### src/rtl/stream_pack_if.sv
// AXI4-Stream master-side bundle for stream_pack: valid/data/last forward,
// ready backward. The packer drives through the master modport.
interface stream_pack_if #(
  parameter int DW = 32
);
  logic          m_tvalid;
  logic [DW-1:0] m_tdata;
  logic          m_tlast;
  logic          m_tready;

  modport master (output m_tvalid, output m_tdata, output m_tlast, input m_tready);
  modport slave  (input  m_tvalid, input  m_tdata, input  m_tlast, output m_tready);
endinterface

### src/rtl/stream_pack.sv
// stream_pack: snapshots CORENUM core results on a load pulse and emits them
// one core per beat on an AXI4-Stream master, honouring backpressure.
// Optional header beat (16-bit frame sequence number) when the macro
// STREAM_PACK_HDR_EN is defined; default build has no header.
module stream_pack #(
  parameter int CORENUM = 16,
  parameter int DW      = 32
) (
  input  logic                  clk,
  input  logic                  rst,
  input  logic                  load,
  input  logic [CORENUM*DW-1:0] core_data,
  stream_pack_if.master         m_axis,
  output logic                  busy,
  output logic                  drop_err
);

`ifdef STREAM_PACK_HDR_EN
  localparam int HDR = 1;
`else
  localparam int HDR = 0;
`endif
  localparam int FLEN = CORENUM + HDR;
  localparam int IW   = $clog2(CORENUM + 1);
  localparam logic [IW-1:0] LAST_IDX = IW'(FLEN - 1);

  typedef enum logic {IDLE, SEND} state_t;

  state_t                      state, state_n;
  logic [IW-1:0]               idx, idx_n;
  logic [CORENUM-1:0][DW-1:0]  snap, snap_n;
  logic                        hs, last, capture, drop;
  logic                        tvalid_n, tlast_n;
  logic [DW-1:0]               tdata_n;
`ifdef STREAM_PACK_HDR_EN
  logic [15:0]                 seq, seq_n;
`endif

  assign hs   = m_axis.m_tvalid & m_axis.m_tready;
  assign last = (idx == LAST_IDX);

  // Registers: state, beat index, snapshot and all (registered) outputs.
  always_ff @(posedge clk) begin
    if (rst) begin
      state           <= IDLE;
      idx             <= '0;
      snap            <= '0;
      m_axis.m_tvalid <= 1'b0;
      m_axis.m_tdata  <= '0;
      m_axis.m_tlast  <= 1'b0;
      busy            <= 1'b0;
      drop_err        <= 1'b0;
`ifdef STREAM_PACK_HDR_EN
      seq             <= '0;
`endif
    end else begin
      state           <= state_n;
      idx             <= idx_n;
      snap            <= snap_n;
      m_axis.m_tvalid <= tvalid_n;
      m_axis.m_tdata  <= tdata_n;
      m_axis.m_tlast  <= tlast_n;
      busy            <= (state_n == SEND);
      drop_err        <= drop_err | drop;
`ifdef STREAM_PACK_HDR_EN
      seq             <= seq_n;
`endif
    end
  end

  // Next state / index: load is only taken in IDLE or on the final handshake;
  // anywhere else in SEND it is dropped and flagged.
  always_comb begin
    state_n = state;
    idx_n   = idx;
    capture = 1'b0;
    drop    = 1'b0;
    case (state)
      IDLE: begin
        if (load) begin
          capture = 1'b1;
          idx_n   = '0;
          state_n = SEND;
        end
      end
      SEND: begin
        if (hs && last) begin
          idx_n = '0;
          if (load) capture = 1'b1;
          else      state_n = IDLE;
        end else begin
          if (hs)   idx_n = idx + 1'b1;
          if (load) drop  = 1'b1;
        end
      end
      default: state_n = IDLE;
    endcase
    snap_n = capture ? core_data : snap;
`ifdef STREAM_PACK_HDR_EN
    seq_n = (hs && last) ? seq + 16'd1 : seq;
`endif
  end

  // Next output values, computed from next state so outputs can be registered
  // without a cycle of lag (beat 0 is visible the cycle after load).
  always_comb begin
    tvalid_n = (state_n == SEND);
    tlast_n  = tvalid_n && (idx_n == LAST_IDX);
    tdata_n  = '0;
    if (tvalid_n) begin
      for (int k = 0; k < CORENUM; k++)
        if (idx_n == IW'(k + HDR)) tdata_n = snap_n[k];
`ifdef STREAM_PACK_HDR_EN
      if (idx_n == '0) tdata_n = DW'(seq_n);
`endif
    end
  end

endmodule

### src/flat_wrapper.sv
// flat-port wrapper written by rule: the top's interface ports become plain ports
module stream_pack_flat 
#(
  parameter int CORENUM = 16,
  parameter int DW      = 32
)
  (clk, rst, load, core_data, busy, drop_err, m_axis_m_tvalid, m_axis_m_tdata, m_axis_m_tlast, m_axis_m_tready);
  stream_pack_if #(.DW(DW)) m_axis_i ();
  input  logic clk;
  input  logic rst;
  input  logic load;
  input  logic [CORENUM*DW-1:0] core_data;
  output logic busy;
  output logic drop_err;
  output wire logic [$bits(m_axis_i.m_tvalid)-1:0] m_axis_m_tvalid;
  output wire logic [$bits(m_axis_i.m_tdata)-1:0] m_axis_m_tdata;
  output wire logic [$bits(m_axis_i.m_tlast)-1:0] m_axis_m_tlast;
  input wire logic [$bits(m_axis_i.m_tready)-1:0] m_axis_m_tready;
  assign m_axis_m_tvalid = m_axis_i.m_tvalid;
  assign m_axis_m_tdata = m_axis_i.m_tdata;
  assign m_axis_m_tlast = m_axis_i.m_tlast;
  assign m_axis_i.m_tready = m_axis_m_tready;
  stream_pack #(.CORENUM(CORENUM), .DW(DW)) u_core (.clk(clk), .rst(rst), .load(load), .core_data(core_data), .m_axis(m_axis_i), .busy(busy), .drop_err(drop_err));
endmodule
### config.mk
export PLATFORM = sky130hd
export DESIGN_NAME = stream_pack_flat
export DESIGN_NICKNAME = d
export VERILOG_FILES = /design/src/rtl/stream_pack_if.sv /design/src/rtl/stream_pack.sv /design/src/flat_wrapper.sv
export SDC_FILE = /design/constraint.sdc
export NUM_CORES = 1
export LEC_CHECK = 0
export ABC_AREA = 1
export CELL_PAD_IN_SITES_DETAIL_PLACEMENT = 1
export CELL_PAD_IN_SITES_GLOBAL_PLACEMENT = 1
export CORE_ASPECT_RATIO = 0.6
export CORE_MARGIN = 2
export CORE_UTILIZATION = 25
export CTS_CLUSTER_SIZE = 30
export DETAILED_ROUTE_END_ITERATION = 16
export GPL_TIMING_DRIVEN = 0
export PLACE_DENSITY = 0.6
export SLEW_MARGIN = 20
export SYNTH_ARGS = -nofsm -noshare
export SYNTH_HDL_FRONTEND = slang
export SYNTH_SLANG_ARGS = --single-unit
### constraint.sdc
create_clock -name clk -period 3.1 [get_ports clk]
set_input_delay 0.93 -clock clk [delete_from_list [all_inputs] [get_ports clk]]
set_output_delay 0.93 -clock clk [all_outputs]
set_load 0.02 [all_outputs]
## Word level (Yosys, flattened, before mapping)

Index checks and enable logic that the tools add are counted.

| cells by class | value |
|---|---|
| reduce and logical (&&, ||, !) cells | 4 |
| equal/unequal tests | 16 |
| bitwise logic cells | 4 |
| add/subtract/negate cells | 1 |
| muxes and demuxes | 28 |

Operator list:

| operator | count |
|---|---|
| $mux 32 | 16 |
| $mux 512 | 1 |
| $eq 5x4->1 const B | 9 |
| $eq 5x3->1 const B | 4 |
| $mux 5 | 3 |
| $eq 5x2->1 const B | 2 |
| $pmux 5 s2 | 1 |
| $add 5x1->5 const B | 1 |
| $eq 5x1->1 const B | 1 |
| $logic_not 5->1 | 1 |
| $mux 1 | 5 |
| $pmux 1 s2 | 2 |
| $logic_and 1x1->1 | 2 |
| $not 1->1 | 2 |
| $reduce_or 2->1 | 1 |
| $and 1x1->1 | 1 |
| $or 1x1->1 | 1 |

| word-level totals | value |
|---|---|
| output and inout bits | 36 |
| register bits | 552 |
| logic and storage cells | 74 |
| input port bits | 516 |

## Depth between registers and ports, before layout

| depth | value |
|---|---|
| depth in word-level cells | 21 |
| mapped depth | 24 |
| depth with buffers taken out | 22 |

## Least setup slack after synthesis

Ideal clock, no wire load.

| path | value |
|---|---|
| path type | input to register |
| start | in m_axis_m_tready |
| end | reg u_core.m_axis.m_tdata[0] |
| path buffers | 3 |
| arrival time | 2441 ps |
| library setup time | 109 ps |
| slack | 550 ps |
| stages | 14 |
| path through | nand2_2 -> nand2_4 -> nand2_4 -> buf_2 -> buf_2 -> buf_2 -> mux2i_1 -> nand2_1 -> nand2_1 -> nand4_1 -> nor2_1 -> nand4_1 -> nand2_1 -> inv_1 |

| between the ends | value |
|---|---|
| word-level cells in the longest chain between the ends | 21 |

RTL lines:

| item | RTL line | text |
|---|---|---|
| start: declaration | flat_wrapper.sv:18 | `input wire logic [$bits(m_axis_i.m_tready)-1:0] m_axis_m_tready;` |
| $and 1x1->1 * | stream_pack.sv:39 | `assign hs = m_axis.m_tvalid & m_axis.m_tready;` |
| $mux 5 / $logic_and 1x1->1 (equally long branches) | stream_pack.sv:92, stream_pack.sv:87 |  |
| $mux 5 / $mux 1 (equally long branches) | stream_pack.sv:87 | `if (hs && last) begin` |
| $pmux 5 s2 / $pmux 1 s2 (equally long branches) | stream_pack.sv:78 | `case (state)` |
| $logic_not 5->1 / $mux 512 (equally long branches) | stream_pack.sv:112, stream_pack.sv:98 |  |
| $mux 32 (16 in a row) | stream_pack.sv:112 | `if (idx_n == IW'(k + HDR)) tdata_n = snap_n[k];` |
| end signal: assignment | stream_pack.sv:61 | `m_axis.m_tdata <= tdata_n;` |
| end: declaration | stream_pack_if.sv:11 | `modport master (output m_tvalid, output m_tdata, output m_tlast, input m_tready);` |

Every way passes the cells marked *; elsewhere a longest branch is shown, timed or not.
A chain may end at the register's enable or synchronous reset.

## Final worst setup path

| path | value |
|---|---|
| start | reg u_core.idx[0] |
| end | reg u_core.m_axis.m_tdata[24] |

| between the ends | value |
|---|---|
| word-level cells in the longest chain between the ends | 21 |

RTL lines:

| item | RTL line | text |
|---|---|---|
| start: declaration | stream_pack.sv:30 | `logic [IW-1:0] idx, idx_n;` |
| start signal: assignment | stream_pack.sv:58 | `idx <= idx_n;` |
| $add 5x1->5 / $eq 5x4->1 (equally long branches) | stream_pack.sv:92, stream_pack.sv:40 |  |
| $mux 5 / $logic_and 1x1->1 (equally long branches) | stream_pack.sv:92, stream_pack.sv:87 |  |
| $mux 5 / $mux 1 (equally long branches) | stream_pack.sv:87 |  |
| $pmux 5 s2 / $pmux 1 s2 (equally long branches) | stream_pack.sv:78 |  |
| $logic_not 5->1 / $mux 512 (equally long branches) | stream_pack.sv:112, stream_pack.sv:98 |  |
| $mux 32 (16 in a row) | stream_pack.sv:112 |  |

Several ways; a longest one is shown, not always the timed one.

==> metrics.md <==
| Metric | Value |
|---|---|
| Status | `finished with violations` |
| Failing checks | `setup timing` |
| Synth Area per Inst | `6.79 µm²` |
| First-pass GRT wire length | `181 mm` |
| Static Leak | `18.0 nW` |
| Final Max Tran Viols | `0` |
| Crit-path max FO | `10` |
| Largest net degree at the start of global routing | `17` |
| Hold Path Origin | `u_core.drop_err` |
| Via density per instance | `4.48` |
| H-Tree Depth | `2` |
| Final Critical Period | `3.19 ns` |
| Die Area | `105000 µm²` |
| Post-route total power | `19.7 mW` |
| Mapped Cells | `3776` |
| DRC | `0` |
| Worst hold slack | `0.456 ns` |
| Sequential-to-total area share from yosys stat | `43.1%` |
| Synth warn | `0` |
| Worst slew pin tran | `1.06 ns` |
| Peak VDD IR | `0.439 mV` |
| Final Skew | `0.0371 ns` |
| DP Area | `32800 µm²` |
| Sink Count | `552` |
| Worst EP required | `3.67 ns` |
| Reg2Reg Depth | `20` |
| Setup ws final | `-0.0855 ns` |
| Die Y | `252 µm` |
| Min-delay worst type | `flip-flop to flip-flop` |
| CTS tree | `built` |
| Cell Pwr Density | `527 nW/µm²` |
| Row count | `90` |
| Final Hold Viols | `0` |
| Flop-to-flop setup slack | `-0.09 ns` |
| Non-filler cells, final | `5839` |
| Num CTS Buffers | `61` |
| Clk Tree Root Cell | `clkbuf_16` |
| Final setup vio count | `7` |
| Final period util | `103%` |
| DP Wirelength | `103 mm` |
| Crit path top cell by count | `nand4_1` |
| Crit start category | `flip-flop` |
| CTS Buffer Depth | `3` |
| Worst rel slew slack | `29.3%` |
| Max-cap viol count | `0` |
| Gp weighted congestion | `0.914` |
| GR Overflow Total | `0` |
| # IOs | `552` |
| Initial Utilization | `25.4%` |
| Slowest stage delay, CP | `0.34 ns` |
| Initial antenna violation count | `34` |
| Layout area overhead | `45.7%` |
| Total track usage | `23.8%` |
| Crit path capture type | `flip-flop` |
| Area leader, netlist | `dfxtp_1` |
| RSZ-0062 raised after global routing | `true` |
| Top-area cell type share of the netlist area | `43.1%` |
| Worst-path cell chain | `ha_4 > inv_2 > nor2_2 > ha_2 > nand2_4 > nand2_8 > nand2_8 > buf_12 > buf_8 > buf_12 > mux2i_4 > nor2_1 > nor2_4 > nand4_1 > nand2_2 > nand4_1 > nor2_4 > nand4_1 > nand2_1 > inv_1` |
| RR Endpoint | `u_core.m_axis.m_tdata[24]` |
| Area of the core | `101000 µm²` |
| Post-route ant nets | `0` |
| Synth area leaders | `dfxtp_1 (43%), inv_1 (11%), nor2_1 (11%)` |
| Slowest CP cell | `dfxtp_2` |
| Hold path endpoint | `u_core.drop_err` |
| Syn_nets | `4294` |
| Ratio of cells with drive above 1 in the final layout | `12.5%` |
| Mapped cell area | `25600 µm²` |
| Starting DRC count in detailed routing | `1640` |
| Drt wl/cell | `21.9 µm` |
| Vias in the first global route | `25900` |
| CTS clk-pin slew, worst paths | `0.06 ns` |
| DIE WIDTH | `417 µm` |
| Worst Hold Depth | `2` |
| Nets | `4953` |
| TritonRoute pass-1 iters | `6` |
| Post-route cell area | `37400 µm²` |
| Via Count | `26100` |
| PortBufs | `550` |
| CP Data Arrival Time | `3.75 ns` |
| Max Freq | `0.314 GHz` |
| Worst Setup Path Type | `flip-flop to flip-flop` |
| DRT Wirelength | `128 mm` |
| Synth unique cells | `30` |
| Clk_lat worst skew | `0.67 ns` |
| #FFs+latches synth | `552` |
| Dpl cells | `5660` |
| FF-to-FF Start | `u_core.idx[0]` |
[cell type report]
cell class | instances | area (µm²)
clock inverter | 26 | 363
inverter | 750 | 2830
fill | 12500 | 63800
timing repair buffer | 597 | 6100
antenna | 20 | 50.0
buffer | 219 | 1680
clock buffer | 87 | 1780
tap | 1334 | 1670
sequential | 552 | 11100
multi-input combinational | 2254 | 11800
[flip-flops by register name (all words and copies together), names as in the netlist]
| name | cells |
|---|---|
| u_core.snap | 512 |
| u_core.m_axis.m_tdata | 32 |
| u_core.idx | 5 |
| u_core.drop_err | 1 |
| u_core.m_axis.m_tlast | 1 |
| u_core.m_axis.m_tvalid | 1 |
[critical path, delay by kind of cell, from the launching register on]
| family | cells | cell delay, ns |
|---|---|---|
| multiplexers | 1 | 0.25 |
| flip-flops | 1 | 0.34 |
| buffers and inverters | 5 | 0.60 |
| AND/OR/NAND/NOR | 12 | 1.58 |
| adder cells (fa/ha/maj) | 2 | 0.33 |
[timing repair]
item,in CTS,in global routing
gates resized for setup,406,249
setup endpoints to repair,146,42
hold buffers,0,0
gates cloned,6,2
pin swaps,125,126
buffers inserted,27,14
[how the worst max path moves through the flow]
| stage | to | cells past startpoint | slack (ns) | startpoint |
|---|---|---|---|---|
| after floorplan | u_core.m_axis.m_tdata[0] | 14 | 0.55 | m_axis_m_tready |
| after global placement | u_core.m_axis.m_tdata[23] | 18 | -1.66 | m_axis_m_tready |
| after detailed placement | u_core.m_axis.m_tdata[23] | 18 | -1.67 | m_axis_m_tready |
| after CTS | u_core.m_axis.m_tdata[24] | 22 | -0.13 | u_core.idx[0] |
| after global routing | u_core.m_axis.m_tdata[2] | 20 | -0.22 | u_core.idx[0] |
| final | u_core.m_axis.m_tdata[24] | 20 | -0.09 | u_core.idx[0] |
[per-layer routing]
layer	track usage [%]	vias up	wire, µm
li1	-	12800	-
met1	34.3	12600	62900
met2	35.6	576	54400
met3	4.98	143	7570
met4	6.47	22	2970
met5	0	-	140
[where the power goes]
group	switching, mW	internal, mW	total (mW)
Clock	3.37	4.64	8.01
Sequential	0.134	7.61	7.75
Combinational	2.25	1.67	3.92
[cell usage in the layout, fill, tap and decap left out, drive strengths merged, types with 16 or more instances in the layout]
cell	instances
a21oi	70
buf	148
clkbuf	205
clkdlybuf4s50	548
clkinv	16
dfxtp	552
diode	20
inv	751
mux2i	160
nand2	705
nand3	125
nand4	97
nor2	732
o21a	58
o21ai	296
[metrics by stage]
stage	util [%]	setup slack [ns]	setup TNS [ns]
after floorplan	-	0.550	0
after global placement	32.4	-1.66	-312.25
after detailed placement	32.4	-1.67	-265.30
after CTS	36.1	-0.133	-1.37
after global routing	36.9	-0.216	-4.39
final	36.9	-0.0855	-0.450
[logic make-up (layout without fill, tap and decap cells)]
| group | count (synthesis) | after routing | share of synthesized area, % |
|---|---|---|---|
| compound gates | 426 | 426 | 8.98 |
| simple gates | 1665 | 1666 | 26.7 |
| flops | 552 | 552 | 43.1 |
| fa+ha+maj | 2 | 2 | 0.0976 |
| buf+inv | 971 | 1679 | 14.9 |
| mux | 160 | 160 | 6.25 |
| other cells | 0 | 20 | 0 |
[synth_stat cells (all sizes together)]
master / number
o21bai: 2
o21ai: 296
inv: 750
nand3b: 6
o21a: 58
a21oi: 70
nand2: 704
clkbuf: 115
mux2i: 160
ha: 2
nor3: 1
nand3: 125
dfxtp: 552
nor2: 732
buf: 106
nand4: 97
No activity file was read; power rests on OpenSTA's default activity.
